<file path="config.mk">
export PLATFORM = sky130hd
export DESIGN_NAME = fetch_queue_flat
export DESIGN_NICKNAME = d
export VERILOG_FILES = /design/src/rtl/fetch_queue_pkg.sv /design/src/rtl/fetch_queue_if.sv /design/src/rtl/fetch_queue_ptr_ctrl.sv /design/src/rtl/fetch_queue.sv /design/src/flat_wrapper.sv
export SDC_FILE = /design/constraint.sdc
export NUM_CORES = 1
export LEC_CHECK = 0
export CORE_UTILIZATION = 41
export CTS_CLUSTER_SIZE = 24
export DETAILED_ROUTE_END_ITERATION = 10
export GPL_TIMING_DRIVEN = 0
export SLEW_MARGIN = 15
export SYNTH_ARGS = -nofsm -noshare
export SYNTH_HDL_FRONTEND = slang
export SYNTH_SLANG_ARGS = --single-unit
</file>
<file path="constraint.sdc">
create_clock -name clk -period 5.1 [get_ports clk]
set_input_delay 1.02 -clock clk [delete_from_list [all_inputs] [get_ports clk]]
set_output_delay 1.02 -clock clk [all_outputs]
set_load 0.005 [all_outputs]
</file>
<file path="src/rtl/fetch_queue_pkg.sv">
// Shared pipeline definitions for the instruction fetch queue: entry type,
// NOP bubble and queue state encoding.
package fetch_queue_pkg;

    localparam int XLEN     = 32;
    localparam int FQ_DEPTH = 4;

    localparam logic [31:0] INSTR_NOP = 32'h0000_0013;

    typedef struct packed {
        logic [31:0]     instr;
        logic [XLEN-1:0] pc;
        logic [XLEN-1:0] pc_next;
        logic            exc_req;
        logic [3:0]      exc_code;
        logic            irq_req;
    } type_fq_entry_s;

    localparam type_fq_entry_s FQ_NOP = '{
        instr:    INSTR_NOP,
        pc:       '0,
        pc_next:  '0,
        exc_req:  1'b0,
        exc_code: 4'h0,
        irq_req:  1'b0
    };

    typedef enum logic {
        FQ_RUN  = 1'b0,
        FQ_HOLD = 1'b1
    } type_fq_state_e;

    // An entry carrying an exception or interrupt stops fetch behind it.
    function automatic logic fq_is_fault(input type_fq_entry_s e);
        return e.exc_req | e.irq_req;
    endfunction

endpackage

</file>
<file path="src/rtl/fetch_queue_if.sv">
// Fetch/decode handshake bundle around the fetch queue; master is the
// pipeline side, slave is the queue.
interface fetch_queue_if #(
    parameter int DEPTH = fetch_queue_pkg::FQ_DEPTH
);
    logic                                enq_valid;
    logic                                enq_ready;
    fetch_queue_pkg::type_fq_entry_s     enq_entry;
    logic                                deq_valid;
    logic                                deq_ready;
    fetch_queue_pkg::type_fq_entry_s     deq_entry;
    logic                                flush;
    logic [$clog2(DEPTH):0]              count;
    logic                                fault_hold;

    modport master (
        output enq_valid, enq_entry, deq_ready, flush,
        input  enq_ready, deq_valid, deq_entry, count, fault_hold
    );

    modport slave (
        input  enq_valid, enq_entry, deq_ready, flush,
        output enq_ready, deq_valid, deq_entry, count, fault_hold
    );

endinterface

</file>
<file path="src/rtl/fetch_queue_ptr_ctrl.sv">
// Pointer, occupancy and RUN/HOLD control for the fetch queue; the entry
// storage itself lives in the top module.
module fq_ptr_ctrl
    import fetch_queue_pkg::*;
#(
    parameter  int DEPTH = FQ_DEPTH,
    localparam int AW    = $clog2(DEPTH),
    localparam int CW    = AW + 1
) (
    input  logic          clk,
    input  logic          rst_n,
    input  logic          enq_valid,
    input  logic          enq_fault,
    input  logic          deq_ready,
    input  logic          flush,
    output logic          enq_ready,
    output logic          deq_valid,
    output logic          wr_en,
    output logic [AW-1:0] wr_ptr,
    output logic [AW-1:0] rd_ptr,
    output logic [CW-1:0] count,
    output logic          fault_hold
);

    type_fq_state_e state_q, state_d;
    logic           full, empty, enq_fire, deq_fire;

    assign full       = (count == CW'(DEPTH));
    assign empty      = (count == '0);
    assign fault_hold = (state_q == FQ_HOLD);

    // Ready is independent of deq_ready so decode never reaches fetch combinationally.
    assign enq_ready = ~full & ~fault_hold & ~flush;
    assign deq_valid = ~empty & ~flush;
    assign enq_fire  = enq_valid & enq_ready;
    assign deq_fire  = deq_valid & deq_ready;
    assign wr_en     = enq_fire;

    // NOTE: state registers use non-blocking assignments so every flop samples
    // pre-edge values regardless of block ordering.
    always_ff @(posedge clk) begin
        if (!rst_n || flush) begin
            wr_ptr  <= '0;
            rd_ptr  <= '0;
            count   <= '0;
            state_q <= FQ_RUN;
        end else begin
            state_q <= state_d;
            if (enq_fire) wr_ptr <= wr_ptr + AW'(1);
            if (deq_fire) rd_ptr <= rd_ptr + AW'(1);
            unique case ({enq_fire, deq_fire})
                2'b10:   count <= count + CW'(1);
                2'b01:   count <= count - CW'(1);
                default: count <= count;
            endcase
        end
    end

    // NOTE: next-state gets its default first so no path leaves it unassigned
    // and no latch is inferred.
    always_comb begin
        state_d = state_q;
        unique case (state_q)
            FQ_RUN:  if (enq_fire && enq_fault) state_d = FQ_HOLD;
            FQ_HOLD: if (flush)                 state_d = FQ_RUN;
            default:                            state_d = FQ_RUN;
        endcase
    end

endmodule

</file>
<file path="src/rtl/fetch_queue.sv">
// Instruction fetch queue: circular buffer of fetched entries between fetch
// and decode, flushed in one cycle on redirect.
module fetch_queue
    import fetch_queue_pkg::*;
#(
    parameter  int DEPTH = FQ_DEPTH,
    localparam int AW    = $clog2(DEPTH)
) (
    input  logic           clk,
    input  logic           rst_n,
    fetch_queue_if.slave   bus
);

    logic           wr_en;
    logic [AW-1:0]  wr_ptr, rd_ptr;
    type_fq_entry_s entries [DEPTH];

    fq_ptr_ctrl #(.DEPTH(DEPTH)) u_ptr_ctrl (
        .clk        (clk),
        .rst_n      (rst_n),
        .enq_valid  (bus.enq_valid),
        .enq_fault  (fq_is_fault(bus.enq_entry)),
        .deq_ready  (bus.deq_ready),
        .flush      (bus.flush),
        .enq_ready  (bus.enq_ready),
        .deq_valid  (bus.deq_valid),
        .wr_en      (wr_en),
        .wr_ptr     (wr_ptr),
        .rd_ptr     (rd_ptr),
        .count      (bus.count),
        .fault_hold (bus.fault_hold)
    );

    // NOTE: the entry array has no reset; an empty queue shows the NOP bubble,
    // so stale contents are never visible and the array can map to plain RAM.
    always_ff @(posedge clk) begin
        if (wr_en) entries[wr_ptr] <= bus.enq_entry;
    end

    assign bus.deq_entry = bus.deq_valid ? entries[rd_ptr] : FQ_NOP;

endmodule

</file>
<file path="src/flat_wrapper.sv">
// flat-port wrapper written by rule: the top's interface ports become plain ports
module fetch_queue_flat import fetch_queue_pkg::*;
#(
    parameter  int DEPTH = FQ_DEPTH,
    localparam int AW    = $clog2(DEPTH)
)
  (clk, rst_n, bus_enq_valid, bus_enq_entry, bus_deq_ready, bus_flush, bus_enq_ready, bus_deq_valid, bus_deq_entry, bus_count, bus_fault_hold);
  fetch_queue_if #(.DEPTH(DEPTH)) bus_i ();
  input  logic clk;
  input  logic rst_n;
  input wire logic [$bits(bus_i.enq_valid)-1:0] bus_enq_valid;
  input wire logic [$bits(bus_i.enq_entry)-1:0] bus_enq_entry;
  input wire logic [$bits(bus_i.deq_ready)-1:0] bus_deq_ready;
  input wire logic [$bits(bus_i.flush)-1:0] bus_flush;
  output wire logic [$bits(bus_i.enq_ready)-1:0] bus_enq_ready;
  output wire logic [$bits(bus_i.deq_valid)-1:0] bus_deq_valid;
  output wire logic [$bits(bus_i.deq_entry)-1:0] bus_deq_entry;
  output wire logic [$bits(bus_i.count)-1:0] bus_count;
  output wire logic [$bits(bus_i.fault_hold)-1:0] bus_fault_hold;
  assign bus_i.enq_valid = bus_enq_valid;
  assign bus_i.enq_entry = bus_enq_entry;
  assign bus_i.deq_ready = bus_deq_ready;
  assign bus_i.flush = bus_flush;
  assign bus_enq_ready = bus_i.enq_ready;
  assign bus_deq_valid = bus_i.deq_valid;
  assign bus_deq_entry = bus_i.deq_entry;
  assign bus_count = bus_i.count;
  assign bus_fault_hold = bus_i.fault_hold;
  fetch_queue #(.DEPTH(DEPTH)) u_core (.clk(clk), .rst_n(rst_n), .bus(bus_i));
endmodule
</file>
==> metrics.txt, run 1 <==
DR iter-0 viols=352; gr ovfl total=0; total power=0.00699 W; CP Class=in2out; Die ar.=39700 µm²; Layout area overhead=26.9%; PortBufs=214; post-CTS sizing=0; crit start category=input pin; initial antenna violation count=3; CTS Hold Bufs=0; largest net degree at the start of global routing=42; Clock Sinks=418; DP HPWL=20200 µm; unrepaired setup endpoints after global routing=no; CP Buf/Inv Count=4; vias per cell=5.03; CTS tree=done; Die Width=199 µm; DRC=0; Area after DPL=19000 µm²; largest stage delay on the critical path=0.59 ns; post-detailed-route count of antenna-violating nets=0; Num CTS Buffers=44; row count=71; YS warnings=0; I/O pins=215; most frequent cell on the critical path=clkdlybuf4s50_1; WP data required=4.08 ns; final instance area=20300 µm²; Setup-failing EPs final=0; CTS Buffer Depth=3; final slew viol count=0; fraction of layout cells with a size suffix above 1=19.2%; worst skew pair latency=0.56 ns; Slew @ Worst Pin=0.845 ns; Core ar.=38000 µm²; Routed WL=32600 µm; gpl congestion=0.672; Worst EP arrival=3.36 ns; CP Max Fanout=10; hold crit path type=reg2reg; Wirelength per Cell=21.5 µm; clk_skew=0.0108 ns; pwr dens=345 nW/µm²; Fin. Hold Viols=0; Total GRT Usage=17.0%; top-count cell post-synth=edfxtp_1; Post-Syn Area=16000 µm²; syn avg cell area=22.5 µm²; Cell Chain, Critical Path=clkdlybuf4s50_1, nor2_1, buf_2, clkbuf_1, and2_1, clkdlybuf4s50_1; worst relative slew slack=43.7%; number of synthesized flops with an enable pin=408; clock-pin slew on the worst setup and hold paths=0.06 ns; nets@finish=1091; Netlist cell types=28; global-route wire length before repair=49200 µm; root buffer cell=clkbuf_16; Max Cap Violations=0; Period minus WS final=4.38 ns; cell taking the most area after synthesis=edfxtp_1; Fmax achieved=228 MHz; cell total after placement=1443; final core utilization=53.3%; Lkg Pwr=6.34 nW; Synth Flop Type=edfxtp_1; VDD IR max=0.335 mV; drt first pass iters=5; post-synthesis register bit count=418; Crit path max-delay family=buffers and inverters; Post-synth top cells=408 x edfxtp_1, 102 x mux4_2, 99 x and2_1; Syn Nets=823; top-area cell type share of the netlist area=76.8%; via count=7645; Area contributors post-synth=edfxtp_1 77%, mux4_2 14%, and2_1 3.9%, dfxtp_1 1.3%, buf_6 0.71%; postcts setup bufs=0; Post-synth ARST share=0%; initial core utilization=42.0%; Post-Synthesis Cells=710; H-tree level count=2; Crit-path slowest cell=clkdlybuf4s50_1; TNS Setup=0 ns; non-filler instance count after layout=1519; period utilization=86.0%; vias in the first global route=8295; Seq/Total Area, Yosys=78.0%; outcome=finished, final reports clean; Die Ht=199 µm; Critical Path End Type=primary output
[worst register-to-register path, stage by stage (launching register included)]
cell and delay (ns):
dfxtp_1 0.42, nor3b_1 0.48, nor2_1 0.10, inv_1 0.08, ha_1 0.19, inv_1 0.06, fa_1 0.38, xor2_1 0.16
or3_1 0.30, a21oi_1 0.14
[final cells by class]
type / count / area, µm²
fillers: 3066 / 17800
flip-flops and latches: 418 / 12500
multi-input cells: 251 / 3290
repair buffers: 222 / 2350
clock buffers: 59 / 1200
well taps: 511 / 639
plain buffers: 34 / 218
clock inverters: 16 / 76.3
inverters: 7 / 26.3
diodes: 1 / 2.50
[layout by cell type (no fill, tap or decap), types with 2 or more instances in the layout]
| cell type | count |
|---|---|
| nor3_1 | 3 |
| nor2_1 | 7 |
| xor2_1 | 2 |
| buf_16 | 7 |
| clkinv_2 | 4 |
| edfxtp_1 | 408 |
| buf_6 | 10 |
| clkbuf_16 | 45 |
| a21oi_1 | 5 |
| nor3b_1 | 2 |
| buf_2 | 9 |
| nand3_1 | 2 |
| inv_1 | 7 |
| clkinv_1 | 9 |
| clkinvlp_4 | 3 |
| mux4_2 | 102 |
| clkdlybuf4s50_1 | 214 |
| clkbuf_8 | 2 |
| ha_1 | 5 |
| and3_4 | 4 |
| and2_1 | 99 |
| or3_1 | 5 |
| a31o_2 | 2 |
| dfxtp_1 | 10 |
| clkbuf_1 | 26 |
| or3b_2 | 2 |
| o21ai_0 | 4 |
[logic make-up (layout without fill, tap and decap cells)]
logic type	Yosys count	after routing	share of synthesized area [%]
adder cells (fa/ha/maj)	6	6	0.517
buffers and inverters	41	338	1.53
AO/OA/AOI/OAI	13	13	0.502
other	0	1	0
XOR/XNOR	2	2	0.110
flip-flops	418	418	78.0
multiplexers	102	102	14.4
AND/OR/NAND/NOR	128	128	4.95
[final timing paths]
kind                                                   from                    endpoint  slack (ns)  depth (start not counted)
worst max-delay path                              bus_flush           bus_deq_entry[49]        0.72                          6
worst min register to register  u_core.u_ptr_ctrl.rd_ptr[1]                    register        0.50                          2
worst max register to register   u_core.u_ptr_ctrl.count[2]  u_core.u_ptr_ctrl.count[2]        2.72                          9
worst min-delay path            u_core.u_ptr_ctrl.rd_ptr[1]                    register        0.50                          2
[flip-flops by register name (all words and copies together), names as in the netlist, named ones only]
signal                        count
u_core.u_ptr_ctrl.rd_ptr          2
u_core.u_ptr_ctrl.wr_ptr          2
u_core.u_ptr_ctrl.count           3
u_core.entries                  408
u_core.u_ptr_ctrl.fault_hold      1
[per-layer routing]
metal  up-vias  track usage, %  wire length (µm)
met5         -               0                 0
met4         0            6.10               753
met3        51            5.05              2320
met2       185            26.7             15300
met1      3958            22.4             14200
li1       3451               -                 -
[power by group]
| group | internal, W | switching [W] |
|---|---|---|
| Combinational | 0.000158 | 0.000118 |
| Clock | 0.00164 | 0.00125 |
| Sequential | 0.00382 | 0.0000113 |
[stage by stage]
stage | hold WS [ns] | worst slack [ns]
after global placement | 0.475 | -2.35
final | 0.501 | 0.716
after detailed placement | 0.497 | 0.645
after floorplan | 0.459 | 0.571
after CTS | 0.502 | 0.641
after global routing | 0.562 | 0.555
Power figures use the tool's default switching activity.
==> inputs of run 2 (changes only) <==
- CORE_UTILIZATION: 41 -> 35
==> run 2 against run 1 <==
Sequential cell count did not move. Total power is 4.3% higher. Combinational power hardly changed. Largest power group unchanged. Critical path type unchanged. Via count up 0.18%.
==> metrics.txt, run 2 (same netlist as run 1, synthesis figures left out) <==
vias per cell=4.75 (-5.6%); drt first pass iters=4 (-1); Setup-failing EPs final=0 (unchanged); dpl ws=0.378 ns (-0.267 ns); VDD IR max=0.246 mV (-27%); DRC=0 (unchanged); gpl congestion=0.704 (+4.7%); Clock Sinks=418 (unchanged); outcome=finished, final reports clean; TNS Setup=0 ns (unchanged); initial core utilization=35.8% (-6.2 points); post-CTS sizing=0 (unchanged); global-route wire length before repair=50400 µm (+2.5%); pwr dens=355 nW/µm² (+2.8%); worst hold slack=0.513 ns (+0.0118 ns); most frequent cells in the layout=408 x edfxtp_1, 214 x clkdlybuf4s50_1, 102 x mux4_2; CP Max Fanout=10 (unchanged); PortBufs=214 (unchanged); initial antenna violation count=2 (-1); Routed WL=33500 µm (+2.6%); Slew @ Worst Pin=0.945 ns (+0.100 ns); root buffer cell=clkbuf_16; CTS Hold Bufs=0 (unchanged); vias in the first global route=8170 (-1.5%); nets@finish=1094 (+0.27%); largest net degree at the start of global routing=43 (+2.4%); Period minus WS final=4.53 ns (+0.150 ns); CP Class=in2out; Core ar.=44600 µm² (+17%); final core utilization=46.1% (-7.2 points); crit start category=input pin; Total GRT Usage=14.6% (-2.4 points); Critical Path End Type=primary output; worst relative slew slack=37.0% (-6.7 points); Die ar.=46500 µm² (+17%); Area after DPL=19100 µm² (+0.56%); clock-pin slew on the worst setup and hold paths=0.05 ns (about the same); Die Width=216 µm (+8.2%); worst skew pair latency=0.56 ns (about the same); hold crit path type=reg2reg; final instance area=20500 µm² (+1.5%); Die Ht=216 µm (+8.2%); clk_skew=0.0122 ns (+0.00140 ns); via count=7659 (+0.18%); DP HPWL=20700 µm (+2.5%); unrepaired setup endpoints after global routing=no; row count=77 (+8.5%); Wirelength per Cell=20.8 µm (-3.3%); most common cell after layout, fill and taps aside=edfxtp_1; H-tree level count=2 (unchanged); final slew viol count=0 (unchanged); Num CTS Buffers=46 (+4.5%); CTS Buffer Depth=3 (unchanged); period utilization=88.9% (+2.9 points); Setup WS post-layout=0.566 ns (-0.150 ns); postcts setup bufs=0 (unchanged); I/O pins=215 (unchanged); fraction of layout cells with a size suffix above 1=20.0% (+0.81 points); Fin. Hold Viols=0 (unchanged); Lkg Pwr=6.44 nW (+1.6%); WP data required=4.08 ns (about the same); Worst EP arrival=3.51 ns (+0.15 ns); gr ovfl total=0 (unchanged); Largest register FFs=408 (unchanged); Regs by FF count=u_core.entries: 408 flops, u_core.u_ptr_ctrl.count: 3 flops; Max Cap Violations=0 (unchanged); DR iter-0 viols=362 (+2.8%); post-detailed-route count of antenna-violating nets=0 (unchanged); Layout area overhead=28.7%; Top reg by flops=u_core.entries; CTS tree=done; Fmax achieved=221 MHz (-3.3%)
==> run 2: report_power, final <==
| part | switching [W] | internal (W) | total (W) |
|---|---|---|---|
| sequential | 0.0000108 | 0.00382 | 0.00383 |
| combinational | 0.000118 | 0.000158 | 0.000276 |
| clock | 0.00129 | 0.00190 | 0.00318 |
| total | 0.00142 | 0.00588 | 0.00729 |
==> run 2: worst max-delay path, stage by stage <==
cell	delay [ns]
clkdlybuf4s50_1	0.48
nor2_1	0.25
buf_2	0.41
clkbuf_1	0.53
and2_1	0.21
clkdlybuf4s50_1	0.60
==> run 2: metal layers <==
| layer | GRT usage (%) | vias to the layer above | wire [µm] |
|---|---|---|---|
| li1 | - | 3460 | - |
| met2 | 22.8 | 200 | 15600 |
| met5 | 0 | - | 0 |
| met1 | 19.4 | 3944 | 14800 |
| met3 | 4.47 | 55 | 2360 |
| met4 | 4.56 | 0 | 679 |
==> run 2: final cells by class <==
type / count / area [µm²]
fill: 3796 / 24100
sequential: 418 / 12500
multi-input combinational: 251 / 3290
timing repair buffer: 223 / 2360
clock buffer: 59 / 1260
tap: 592 / 741
buffer: 34 / 218
clock inverter: 24 / 193
inverter: 7 / 26.3
antenna: 4 / 10.0
==> run 2: path summary, 6_finish.rpt <==
check | from | endpoint | slack (ns) | cells past startpoint
hold / removal | u_core.u_ptr_ctrl.rd_ptr[1] | register | 0.51 | 2
setup / recovery | bus_flush | bus_deq_entry[44] | 0.57 | 6
hold reg to reg | u_core.u_ptr_ctrl.rd_ptr[1] | register | 0.51 | 2
setup reg to reg | u_core.u_ptr_ctrl.fault_hold | u_core.entries[2][69] | 2.47 | 4
==> run 2: stage by stage <==
step,total power (W),instances
final,0.00729,1612
after global routing,0.00754,1608
after CTS,0.00740,1608
after detailed placement,0.00419,1525
after global placement,0.00418,1516
after floorplan,0.00400,710
